**src/rtl/ptmch_pkg.sv**
```systemverilog
// Shared types and defaults for the pattern-match trigger path.
// Latency: n/a (declarations only).
// Backpressure: n/a.
package ptmch_pkg;

    // Receive front-end states; ARMING is the reset state.
    typedef enum logic [1:0] {
        ARMING = 2'd0,
        IDLE   = 2'd1,
        ACTIVE = 2'd2
    } spi_rx_state_t;

    localparam int PTMCH_DATA_W      = 8;
    localparam int PTMCH_SYNC_STAGES = 2;

endpackage

```
**src/rtl/ptmch_spi_rx_if.sv**
```systemverilog
// SPI pin inputs and received-word outputs of the SPI receive front-end.
// Latency: n/a (wiring only).
// Backpressure: none; the consumer must take every RX_VALID/RX_ERR strobe.
interface ptmch_spi_rx_if
    import ptmch_pkg::*;
#(
    parameter int DATA_W = PTMCH_DATA_W
) ();

    logic              SPI_CS;
    logic              SPI_CLK;
    logic              SPI_MOSI;
    logic [DATA_W-1:0] RX_DATA;
    logic              RX_VALID;
    logic              RX_FIRST;
    logic              RX_ERR;
    logic              RX_BUSY;

    // Receiver side: takes the pins, drives the word strobes.
    modport slave (
        input  SPI_CS, SPI_CLK, SPI_MOSI,
        output RX_DATA, RX_VALID, RX_FIRST, RX_ERR, RX_BUSY
    );

    // Pin driver / word consumer side.
    modport master (
        output SPI_CS, SPI_CLK, SPI_MOSI,
        input  RX_DATA, RX_VALID, RX_FIRST, RX_ERR, RX_BUSY
    );

endinterface

```
**src/rtl/sync_bit.sv**
```systemverilog
// Single-bit multi-flop synchronizer with a configurable reset value.
// Latency: STAGES clock cycles from input change to output change.
// Backpressure: none.
module sync_bit #(
    parameter int   STAGES  = 2,    // must be at least 2
    parameter logic RST_VAL = 1'b0
) (
    input  logic clk,
    input  logic rst,
    input  logic d_i,
    output logic q_o
);

    logic [STAGES-1:0] sync_q;

    // Shift the asynchronous input through the flop chain.
    always_ff @(posedge clk or posedge rst) begin
        if (rst) begin
            sync_q <= {STAGES{RST_VAL}};
        end else begin
            sync_q <= {sync_q[STAGES-2:0], d_i};
        end
    end

    assign q_o = sync_q[STAGES-1];

endmodule

```
**src/rtl/ptmch_spi_rx.sv**
```systemverilog
// SPI mode-0 slave receiver: synchronizes pins, deserializes MOSI MSB-first into words.
// Latency: SYNC_STAGES+2 cycles from last SPI_CLK pin rise to RX_VALID (same for CS rise to RX_ERR).
// Backpressure: none; one-cycle strobes, words are far enough apart that no buffering is needed.
module ptmch_spi_rx
    import ptmch_pkg::*;
#(
    parameter int DATA_W      = PTMCH_DATA_W,
    parameter int SYNC_STAGES = PTMCH_SYNC_STAGES
) (
    input  logic            CLK200M,
    input  logic            RESET,
    ptmch_spi_rx_if.slave   bus
);

    localparam int CNT_W = (DATA_W > 1) ? $clog2(DATA_W) : 1;
    localparam int FL_W  = $clog2(SYNC_STAGES + 1);
    localparam logic [CNT_W-1:0] CNT_LAST = CNT_W'(DATA_W - 1);

    // Synchronized pins
    logic cs_s;
    logic sclk_s;
    logic mosi_s;

    // Edge-detect history
    logic cs_d_q;
    logic sclk_d_q;
    logic cs_on;
    logic cs_off;
    logic sclk_rise;

    // Control
    spi_rx_state_t state_q, state_d;
    logic [FL_W-1:0] flush_q;
    logic            flush_done;

    // FSM decode outputs
    logic start_frame;
    logic abort_frame;
    logic part_err;
    logic do_shift;
    logic word_done;

    // Datapath
    logic [DATA_W-1:0] shift_q;
    logic [CNT_W-1:0]  bit_cnt_q;
    logic              first_pend_q;
    logic              done_q;
    logic              done_first_q;
    logic              err_pend_q;

    // Output registers
    logic [DATA_W-1:0] rx_data_q;
    logic              rx_valid_q;
    logic              rx_first_q;
    logic              rx_err_q;
    logic              rx_busy_q;

    sync_bit #(.STAGES(SYNC_STAGES), .RST_VAL(1'b1)) u_sync_cs (
        .clk (CLK200M), .rst (RESET), .d_i (bus.SPI_CS),   .q_o (cs_s)
    );
    sync_bit #(.STAGES(SYNC_STAGES), .RST_VAL(1'b0)) u_sync_sclk (
        .clk (CLK200M), .rst (RESET), .d_i (bus.SPI_CLK),  .q_o (sclk_s)
    );
    sync_bit #(.STAGES(SYNC_STAGES), .RST_VAL(1'b0)) u_sync_mosi (
        .clk (CLK200M), .rst (RESET), .d_i (bus.SPI_MOSI), .q_o (mosi_s)
    );

    // Delayed copies of synchronized CS and SCLK for edge detection.
    always_ff @(posedge CLK200M or posedge RESET) begin
        if (RESET) begin
            cs_d_q   <= 1'b1;
            sclk_d_q <= 1'b0;
        end else begin
            cs_d_q   <= cs_s;
            sclk_d_q <= sclk_s;
        end
    end

    assign cs_on     = ~cs_s &  cs_d_q;
    assign cs_off    =  cs_s & ~cs_d_q;
    assign sclk_rise =  sclk_s & ~sclk_d_q;

    // The synchronizers hold their reset value for SYNC_STAGES cycles after
    // reset, so a CS already low at the pin would read as high until then.
    // ARMING only trusts cs_s once the chain has been refilled from the pin.
    always_ff @(posedge CLK200M or posedge RESET) begin
        if (RESET) begin
            flush_q <= '0;
        end else if (!flush_done) begin
            flush_q <= flush_q + FL_W'(1);
        end
    end

    assign flush_done = (flush_q == FL_W'(SYNC_STAGES));

    // FSM state register.
    always_ff @(posedge CLK200M or posedge RESET) begin
        if (RESET) begin
            state_q <= ARMING;
        end else begin
            state_q <= state_d;
        end
    end

    // FSM next-state logic.
    always_comb begin
        state_d = state_q;
        case (state_q)
            ARMING:  if (flush_done && cs_s) state_d = IDLE;
            IDLE:    if (cs_on)              state_d = ACTIVE;
            ACTIVE:  if (cs_off)             state_d = IDLE;
            default:                         state_d = ARMING;
        endcase
    end

    // FSM output decode; cs_off takes priority over a coincident SCLK edge.
    always_comb begin
        start_frame = 1'b0;
        abort_frame = 1'b0;
        part_err    = 1'b0;
        do_shift    = 1'b0;
        word_done   = 1'b0;
        case (state_q)
            IDLE: begin
                start_frame = cs_on;
            end
            ACTIVE: begin
                if (cs_off) begin
                    abort_frame = 1'b1;
                    part_err    = (bit_cnt_q != '0);
                end else if (sclk_rise) begin
                    do_shift  = 1'b1;
                    word_done = (bit_cnt_q == CNT_LAST);
                end
            end
            default: ;
        endcase
    end

    // Shifter, bit counter and the one-cycle completion/error markers.
    always_ff @(posedge CLK200M or posedge RESET) begin
        if (RESET) begin
            shift_q      <= '0;
            bit_cnt_q    <= '0;
            first_pend_q <= 1'b0;
            done_q       <= 1'b0;
            done_first_q <= 1'b0;
            err_pend_q   <= 1'b0;
        end else begin
            if (start_frame) begin
                bit_cnt_q    <= '0;
                first_pend_q <= 1'b1;
            end else if (abort_frame) begin
                bit_cnt_q <= '0;
            end else if (do_shift) begin
                shift_q   <= {shift_q[DATA_W-2:0], mosi_s};
                bit_cnt_q <= word_done ? '0 : bit_cnt_q + CNT_W'(1);
                if (word_done) begin
                    first_pend_q <= 1'b0;
                end
            end
            done_q       <= word_done;
            done_first_q <= word_done & first_pend_q;
            err_pend_q   <= part_err;
        end
    end

    // Registered outputs; RX_DATA is held until the next completed word.
    always_ff @(posedge CLK200M or posedge RESET) begin
        if (RESET) begin
            rx_data_q  <= '0;
            rx_valid_q <= 1'b0;
            rx_first_q <= 1'b0;
            rx_err_q   <= 1'b0;
            rx_busy_q  <= 1'b0;
        end else begin
            if (done_q) begin
                rx_data_q <= shift_q;
            end
            rx_valid_q <= done_q;
            rx_first_q <= done_q & done_first_q;
            rx_err_q   <= err_pend_q;
            rx_busy_q  <= (state_q == ACTIVE);
        end
    end

    assign bus.RX_DATA  = rx_data_q;
    assign bus.RX_VALID = rx_valid_q;
    assign bus.RX_FIRST = rx_first_q;
    assign bus.RX_ERR   = rx_err_q;
    assign bus.RX_BUSY  = rx_busy_q;

endmodule
```
**src/flat_wrapper.sv**
```systemverilog
// flat-port wrapper written by rule: the top's interface ports become plain ports
module ptmch_spi_rx_flat import ptmch_pkg::*;
#(
    parameter int DATA_W      = PTMCH_DATA_W,
    parameter int SYNC_STAGES = PTMCH_SYNC_STAGES
)
  (CLK200M, RESET, bus_SPI_CS, bus_SPI_CLK, bus_SPI_MOSI, bus_RX_DATA, bus_RX_VALID, bus_RX_FIRST, bus_RX_ERR, bus_RX_BUSY);
  ptmch_spi_rx_if #(.DATA_W(DATA_W)) bus_i ();
  input  logic CLK200M;
  input  logic RESET;
  input wire logic [$bits(bus_i.SPI_CS)-1:0] bus_SPI_CS;
  input wire logic [$bits(bus_i.SPI_CLK)-1:0] bus_SPI_CLK;
  input wire logic [$bits(bus_i.SPI_MOSI)-1:0] bus_SPI_MOSI;
  output wire logic [$bits(bus_i.RX_DATA)-1:0] bus_RX_DATA;
  output wire logic [$bits(bus_i.RX_VALID)-1:0] bus_RX_VALID;
  output wire logic [$bits(bus_i.RX_FIRST)-1:0] bus_RX_FIRST;
  output wire logic [$bits(bus_i.RX_ERR)-1:0] bus_RX_ERR;
  output wire logic [$bits(bus_i.RX_BUSY)-1:0] bus_RX_BUSY;
  assign bus_i.SPI_CS = bus_SPI_CS;
  assign bus_i.SPI_CLK = bus_SPI_CLK;
  assign bus_i.SPI_MOSI = bus_SPI_MOSI;
  assign bus_RX_DATA = bus_i.RX_DATA;
  assign bus_RX_VALID = bus_i.RX_VALID;
  assign bus_RX_FIRST = bus_i.RX_FIRST;
  assign bus_RX_ERR = bus_i.RX_ERR;
  assign bus_RX_BUSY = bus_i.RX_BUSY;
  ptmch_spi_rx #(.DATA_W(DATA_W), .SYNC_STAGES(SYNC_STAGES)) u_core (.CLK200M(CLK200M), .RESET(RESET), .bus(bus_i));
endmodule
```
**config.mk**
```make
export PLATFORM = sky130hd
export DESIGN_NAME = ptmch_spi_rx_flat
export DESIGN_NICKNAME = d
export VERILOG_FILES = /design/src/rtl/ptmch_pkg.sv /design/src/rtl/ptmch_spi_rx_if.sv /design/src/rtl/sync_bit.sv /design/src/rtl/ptmch_spi_rx.sv /design/src/flat_wrapper.sv
export SDC_FILE = /design/constraint.sdc
export NUM_CORES = 1
export LEC_CHECK = 0
export ABC_CLOCK_PERIOD_IN_PS = 3850
export BUFFER_PORTS_ARGS = -buffer_cell sky130_fd_sc_hd__buf_2
export CORE_MARGIN = 2
export CORE_UTILIZATION = 55
export CTS_CLUSTER_SIZE = 25
export DETAILED_ROUTE_END_ITERATION = 16
export PLACE_DENSITY = 0.74
export SYNTH_ARGS = -nofsm -noshare
export SYNTH_HDL_FRONTEND = slang
export SYNTH_SLANG_ARGS = --single-unit
```
**constraint.sdc**
```tcl
create_clock -name CLK200M -period 3.85 [get_ports CLK200M]
set_clock_uncertainty 0.05 [all_clocks]
set_input_delay 0.77 -clock CLK200M [delete_from_list [all_inputs] [get_ports CLK200M]]
set_output_delay 0.77 -clock CLK200M [all_outputs]
set_load 0.005 [all_outputs]
```
==> results of run 1 <==
==> cell type report <==
type,instances,share of cell area
Sequential cell,39,0.586
Multi-Input combinational cell,50,0.270
Timing Repair Buffer,17,0.0524
Clock buffer,6,0.0307
Tap cell,30,0.0224
Clock inverter,2,0.0209
Inverter,8,0.0180
==> stage by stage <==
stage / power, mW / cells / area (um^2)
finish: 0.779 / 152 / 1670
global route: 0.818 / 152 / 1670
CTS: 0.789 / 152 / 1670
detailed placement: 0.508 / 144 / 1590
global placement: 0.505 / 144 / 1590
floorplan: 0.493 / 99 / 1480
==> logic make-up (layout without fill, tap and decap cells) <==
family | count (synthesis) | count (layout) | share of synthesized area
flip-flops | 39 | 39 | 0.664
AND/OR/NAND/NOR | 18 | 18 | 0.0822
multiplexers | 16 | 16 | 0.137
AO/OA/AOI/OAI | 11 | 11 | 0.0466
buffers and inverters | 10 | 33 | 0.0305
adder cells (fa/ha/maj) | 4 | 4 | 0.0339
XOR/XNOR | 1 | 1 | 0.00593
==> worst paths after layout <==
check / start / endpoint / slack, ps / cells after the start
worst max-delay path: u_core.u_sync_cs.sync_q[1] / u_core.shift_q[3] / 1950 / 3
worst min-delay path: u_core.u_sync_cs.sync_q[0] / u_core.u_sync_cs.sync_q[1] / 310 / 0
worst max register to register: u_core.u_sync_cs.sync_q[1] / u_core.shift_q[3] / 1950 / 3
worst min register to register: u_core.u_sync_cs.sync_q[0] / u_core.u_sync_cs.sync_q[1] / 310 / 0
max in group asynchronous: RESET / u_core.cs_d_q / 2940 / 3
min in group asynchronous: RESET / u_core.state_q[1] / 470 / 3
==> placed cells by master (no fill, tap or decap) <==
master     synthesis  layout
clkbuf_8           0       1
buf_4              0       1
nor3_1             1       1
or2b_2             1       1
and3_1             1       1
and2b_1            1       1
nand2_1            5       5
o211ai_1           1       1
ha_1               4       4
xnor2_1            1       1
nor3b_1            1       1
dfrtp_1           36      36
buf_2              0      16
mux2_4             6       6
mux2_2            10      10
a21oi_1            4       4
o32ai_1            3       3
bufinv_16          0       1
clkinv_2           0       1
o21ai_0            3       3
and2_1             2       2
clkbuf_4           0       5
dfstp_2            3       3
nor2b_1            2       2
nand2b_2           1       1
nand2b_4           1       1
nand4bb_1          1       1
inv_1              8       8
or3b_1             1       1
==> layer usage <==
layer,vias up,share of wire,GRT usage
li1,380,-,-
met1,396,0.45,0.202
met2,18,0.49,0.252
met3,2,0.050,0.0698
met4,0,0.0049,0.0612
met5,-,0,0
==> registers in the layout (all words and copies together) (netlist names) <==
register,cells
u_core.sclk_d_q,1
u_core.done_q,1
u_core.u_sync_sclk.sync_q,2
u_core.bus.RX_BUSY,1
u_core.cs_d_q,1
u_core.bus.RX_ERR,1
u_core.first_pend_q,1
u_core.bit_cnt_q,3
u_core.bus.RX_DATA,8
u_core.u_sync_mosi.sync_q,2
u_core.state_q,2
u_core.bus.RX_FIRST,1
u_core.bus.RX_VALID,1
u_core.done_first_q,1
u_core.flush_q,2
u_core.err_pend_q,1
u_core.shift_q,8
u_core.u_sync_cs.sync_q,2
==> where the power goes <==
group | switching, mW | total [mW] | internal [mW]
sequential | 0.0171 | 0.448 | 0.431
clock | 0.126 | 0.279 | 0.153
combinational | 0.0248 | 0.0515 | 0.0267
==> cells in the mapped netlist, drive strengths merged <==
| master | instances |
|---|---|
| dfstp | 3 |
| o211ai | 1 |
| nor3 | 1 |
| or3b | 1 |
| and2 | 2 |
| o21ai | 3 |
| nor2b | 2 |
| buf | 1 |
| nand4bb | 1 |
| xnor2 | 1 |
| and2b | 1 |
| clkbuf | 1 |
| dfrtp | 36 |
| nor3b | 1 |
| a21oi | 4 |
| and3 | 1 |
| mux2 | 16 |
| o32ai | 3 |
| or2b | 1 |
| nand2 | 5 |
| ha | 4 |
| inv | 8 |
| nand2b | 2 |
==> worst max-delay path: stages, from the launching register on <==
cell	delay (ps)
dfstp_2	580
or2b_2	340
or3b_1	470
mux2_4	340
==> summary.md, run 1 <==
| Metric | Value |
|---|---|
| Antenna diodes | `0` |
| Seq cells post-synth | `39` |
| Sink Count | `39` |
| Die H | `55.8 um` |
| Worst path arrival time | `2070 ps` |
| Largest net degree at the start of global routing | `40` |
| Final Max Slew Viols | `0` |
| First-pass GRT wire length | `3750 um` |
| Longest Clk Path Bufs | `2` |
| DRT Pass-1 Iters | `3` |
| Post-Place Worst Slack | `1960 ps` |
| Setup crit end kind | `flip-flop` |
| Final core utilization | `0.669` |
| Status | `completed` |
| Peak VDD IR | `0.000425 V` |
| H-tree depth | `2` |
| Area share of the largest cell type after synthesis | `0.610` |
| Wirelength per Cell | `13.4 um` |
| RSZ-0062 raised after global routing | `false` |
| Worst EP required | `4030 ps` |
| Post-synthesis net count | `108` |
| Synthesized area | `0.00148 mm^2` |
| Gpl congestion | `0.719` |
| CP max FO | `9` |
| Port Buffers | `16` |
| Gr usage total | `0.162` |
| Sequential Area | `980 um^2` |
| Maxcap violations | `0` |
| Slew margin rel. | `0.564` |
| DR iter-0 viols | `4` |
| Hold-fix buffers at CTS | `0` |
| Setup CP Type | `flip-flop to flip-flop` |
| Average via count per standard cell | `5.24` |
| Post CTS Setup Buffer Count | `0` |
| Cell variety after synth | `25` |
| Synth Warn # | `0` |
| Peak Freq | `527 MHz` |
| Synthesis-to-layout area growth | `13.3%` |
| Tightest Hold Check Type | `flip-flop to flip-flop` |
| Vias in the first global route | `837` |
| Final setup vio count | `0` |
| Vias | `796` |
| Final #Nets | `130` |
| Hold slack | `308 ps` |
| Synth Area per Inst | `14.9 um^2` |
| GR Overflow Total | `0` |
| Mapped Cells | `99` |
| Setup ws final | `1950 ps` |
| Crit start category | `flip-flop` |
| Leakage | `0.872 nW` |
| Area of the multi-input gates | `452 um^2` |
| Fillers | `194` |
| Power Density | `466 mW/mm^2` |
| Num rows | `18` |
| DP HPWL | `1420 um` |
| Initial Util | `0.591` |
| IO Count | `17` |
| Die X | `55.8 um` |
| Clock transition at the registers of the reported paths | `110 ps` |
| Setup TNS | `0 ps` |
| Tmin final | `1900 ps` |
| Cell taking the most area after synthesis | `dfrtp_1` |
| Resized cells post-CTS | `0` |
| Worst skew pair latency | `330 ps` |
| Core Region | `0.00250 mm^2` |
| Top cells by area, synth | `dfrtp_1 (61%), mux2_2 (7.6%), mux2_4 (6.1%)` |
| Endpoints failing hold | `0` |
| Die footprint | `0.00311 mm^2` |
| Wirelength, routed | `2040 um` |
| Period utilisation layout | `0.493` |
| CTS tree | `yes` |
| Detail Route Antenna Nets | `0` |
| Layout cell share with drive strength beyond 1 | `0.385` |
| CTS Root Cell | `clkbuf_4` |
| TritonCTS buffer count | `5` |
| Register area share after synthesis | `0.664` |
| Initial antenna violation count | `0` |
| # DRC | `0` |
| Slew @ Worst Pin | `653 ps` |
No activity file was read; power rests on OpenSTA's default activity.
==> run 2, diff against run 1 <==
--- a/config.mk
+++ b/config.mk
@@ -5,13 +5,14 @@
 export SDC_FILE = /design/constraint.sdc
 export NUM_CORES = 1
 export LEC_CHECK = 0
-export ABC_CLOCK_PERIOD_IN_PS = 3850
+export ABC_AREA = 1
+export ABC_CLOCK_PERIOD_IN_PS = 1630
 export BUFFER_PORTS_ARGS = -buffer_cell sky130_fd_sc_hd__buf_2
 export CORE_MARGIN = 2
-export CORE_UTILIZATION = 55
+export CORE_UTILIZATION = 50
 export CTS_CLUSTER_SIZE = 25
 export DETAILED_ROUTE_END_ITERATION = 16
-export PLACE_DENSITY = 0.74
+export PLACE_DENSITY = 0.71
 export SYNTH_ARGS = -nofsm -noshare
 export SYNTH_HDL_FRONTEND = slang
 export SYNTH_SLANG_ARGS = --single-unit
==> constraint.sdc (replaced) <==
create_clock -name CLK200M -period 1.63 [get_ports CLK200M]
set_clock_uncertainty 0.05 [all_clocks]
set_input_delay 0.326 -clock CLK200M [delete_from_list [all_inputs] [get_ports CLK200M]]
set_output_delay 0.326 -clock CLK200M [all_outputs]
set_load 0.005 [all_outputs]
==> run 2 against run 1 <==
Sequential share of layout area is 0.26 points higher. Wire length grew 1.6%. Count of clock-buffer cells in the layout unchanged. Area after synthesis is 2.0% lower.
==> summary.md, run 2 <==
| Metric | Value |
|---|---|
| Final setup vio count | `0` |
| CP most frequent cell | `nand2_1` |
| Power Density | `1240 mW/mm^2` |
| Post CTS Setup Buffer Count | `0` |
| Cell taking the most area after synthesis | `dfrtp_1` |
| Vias | `910` |
| Maxcap violations | `0` |
| Wirelength per Cell | `11.3 um` |
| CP max FO | `7` |
| DRT Pass-1 Iters | `4` |
| Status | `completed` |
| Leakage | `0.868 nW` |
| Setup crit end kind | `flip-flop` |
| Peak VDD IR | `0.00112 V` |
| EDFF count, synth | `0` |
| CTS Root Cell | `clkbuf_4` |
| Die H | `57.8 um` |
| Gate power share | `0.101` |
| Final core utilization | `0.604` |
| Seq cells post-synth | `39` |
| DR iter-0 viols | `10` |
| Synthesis-to-layout area growth | `15.1%` |
| Worst EP required | `1870 ps` |
| GR Overflow Total | `0` |
| Post-synthesis net count | `138` |
| Antenna diodes | `0` |
| IO Count | `17` |
| Vias in the first global route | `841` |
| First-pass GRT wire length | `3520 um` |
| Clock transition at the registers of the reported paths | `110 ps` |
| Tightest Hold Check Type | `input pin to asynchronous set/reset pin` |
| Int Power | `1.60 mW` |
| Family with the most delay on the worst path | `simple AND/OR/NAND/NOR gates` |
| Setup CP Type | `flip-flop to flip-flop` |
| Most frequent cells in the layout | `dfrtp_1 (36), nand2_1 (19), inv_1 (17), buf_2 (16), nor2_1 (12)` |
| CTS tree | `yes` |
| Gpl congestion | `0.716` |
| Top cells by area, synth | `dfrtp_1 (62%), dfstp_2 (5.4%), nand2_1 (4.9%)` |
| Synth Area per Inst | `11.2 um^2` |
| Placed Cells | `176` |
| Slew margin rel. | `0.689` |
| Cell chain of the critical path | `inv_1 -> nand2_1 -> nand2_1 -> nor2_2 -> nand3_1 -> nand2_1` |
| Initial antenna violation count | `0` |
| Initial Util | `0.525` |
| # DRC | `0` |
| Setup TNS | `0 ps` |
| TritonCTS buffer count | `5` |
| Largest net degree at the start of global routing | `40` |
| Endpoints failing hold | `0` |
| Detail Route Antenna Nets | `0` |
| Mapped Cells | `129` |
| Average via count per standard cell | `4.95` |
| Peak Freq | `755 MHz` |
| Hold-fix buffers at CTS | `0` |
| Final #Nets | `161` |
| Longest Clk Path Bufs | `2` |
| Cell variety after synth | `20` |
| Sequential share of power | `0.527` |
| Core Region | `0.00276 mm^2` |
| Layout cell share with drive strength beyond 1 | `0.242` |
| Crit start category | `flip-flop` |
| Reg2Reg Depth | `6` |
| Port Buffers | `16` |
| Register area share after synthesis | `0.677` |
| Area share of the largest cell type after synthesis | `0.623` |
| Power, Total | `2.07 mW` |
| Gr usage total | `0.144` |
| Sink Count | `39` |
| Slowest stage cell, crit path | `dfstp_2` |
| Worst skew pair latency | `340 ps` |
| Cell count along the critical path | `6` |
| Worst path arrival time | `1560 ps` |
| Tmin final | `1330 ps` |
| Synth Warn # | `0` |
| Most used DFF post-synth | `dfrtp_1` |
| Final Max Slew Viols | `0` |
| Max incr delay on CP | `540 ps` |
| Clk network pwr share | `0.372` |
| Period utilisation layout | `0.813` |
| Synthesized area | `0.00145 mm^2` |
| Die X | `57.8 um` |
| Most frequent cell after synthesis | `dfrtp_1` |
| DP HPWL | `1490 um` |
| Async SR Flop Fraction | `1.00` |
| Worst Path Buf+Inv | `1` |
| Post-layout instance count excluding filler cells | `184` |
| H-tree depth | `2` |
| RR Startpoint | `u_core.cs_d_q` |
| Slew @ Worst Pin | `467 ps` |
| Resized cells post-CTS | `0` |
| Wirelength, routed | `2080 um` |
| Die footprint | `0.00334 mm^2` |
| Hold slack | `20.6 ps` |
| Synth top cells by count | `dfrtp_1 (36), nand2_1 (19), inv_1 (17)` |
| Most common cell after layout, fill and taps aside | `dfrtp_1` |
| Sw Pwr | `0.474 mW` |
| Crit path from | `u_core.cs_d_q` |
| Num rows | `19` |
| RSZ-0062 raised after global routing | `false` |
| Net Sw Frac | `0.229` |
| Fillers | `236` |
-- run 2: metal layers --
layer / share of wire / track usage / vias to the layer above
li1: - / - / 450
met1: 0.47 / 0.179 / 436
met2: 0.46 / 0.219 / 19
met3: 0.054 / 0.0469 / 5
met4: 0.016 / 0.0897 / 0
met5: 0 / 0 / -
-- run 2: cell families (layout without fill, tap and decap cells) --
logic type	count (synthesis)	after routing	share of synthesized area
simple gates	43	43	0.138
flops	39	39	0.677
buf+inv	21	45	0.0606
compound gates	19	19	0.0675
fa+ha+maj	4	4	0.0346
mux	2	2	0.0156
xor+xnor	1	1	0.00606
-- run 2: stage by stage --
| step | setup slack [ps] | cell area (um^2) |
|---|---|---|
| after floorplan | 370 | 1450 |
| after global placement | 332 | 1560 |
| after detailed placement | 288 | 1560 |
| after CTS | 281 | 1670 |
| after global routing | 192 | 1670 |
| final | 305 | 1670 |
-- run 2: power groups by stage --
stage	Sequential, mW	Combinational, mW	Clock, mW
floorplan	1.10	0.165	0
global placement	1.11	0.202	0
detailed placement	1.11	0.212	0
CTS	1.09	0.213	0.798
global route	1.10	0.247	0.833
finish	1.09	0.209	0.770
-- run 2: layout make-up --
class / count / area [um^2] / share of cell area
clock buffer: 6 / 41.3 / 0.0248
clock inverter: 2 / 60.1 / 0.0361
inverter: 19 / 71.3 / 0.0428
multi-input combinational: 69 / 379 / 0.228
sequential: 39 / 980 / 0.588
tap: 31 / 38.8 / 0.0233
timing repair buffer: 18 / 95.1 / 0.0571
-- run 2: path summary, 6_finish.rpt --
path	slack, ps	endpoint
setup / recovery	300	u_core.bit_cnt_q[0]
hold / removal	20	u_core.bus.RX_VALID
max in group asynchronous	1150	u_core.u_sync_cs.sync_q[0]
hold reg to reg	310	u_core.u_sync_cs.sync_q[1]
setup reg to reg	300	u_core.bit_cnt_q[0]
min in group CLK200M	30	u_core.u_sync_cs.sync_q[0]
-- run 2: worst reg2reg max path, stage by stage (launching register included) --
cell and delay [ps]:
dfstp_2 540, inv_1 40, nand2_1 140, nand2_1 90, nor2_2 230, nand3_1 110, nand2_1 80
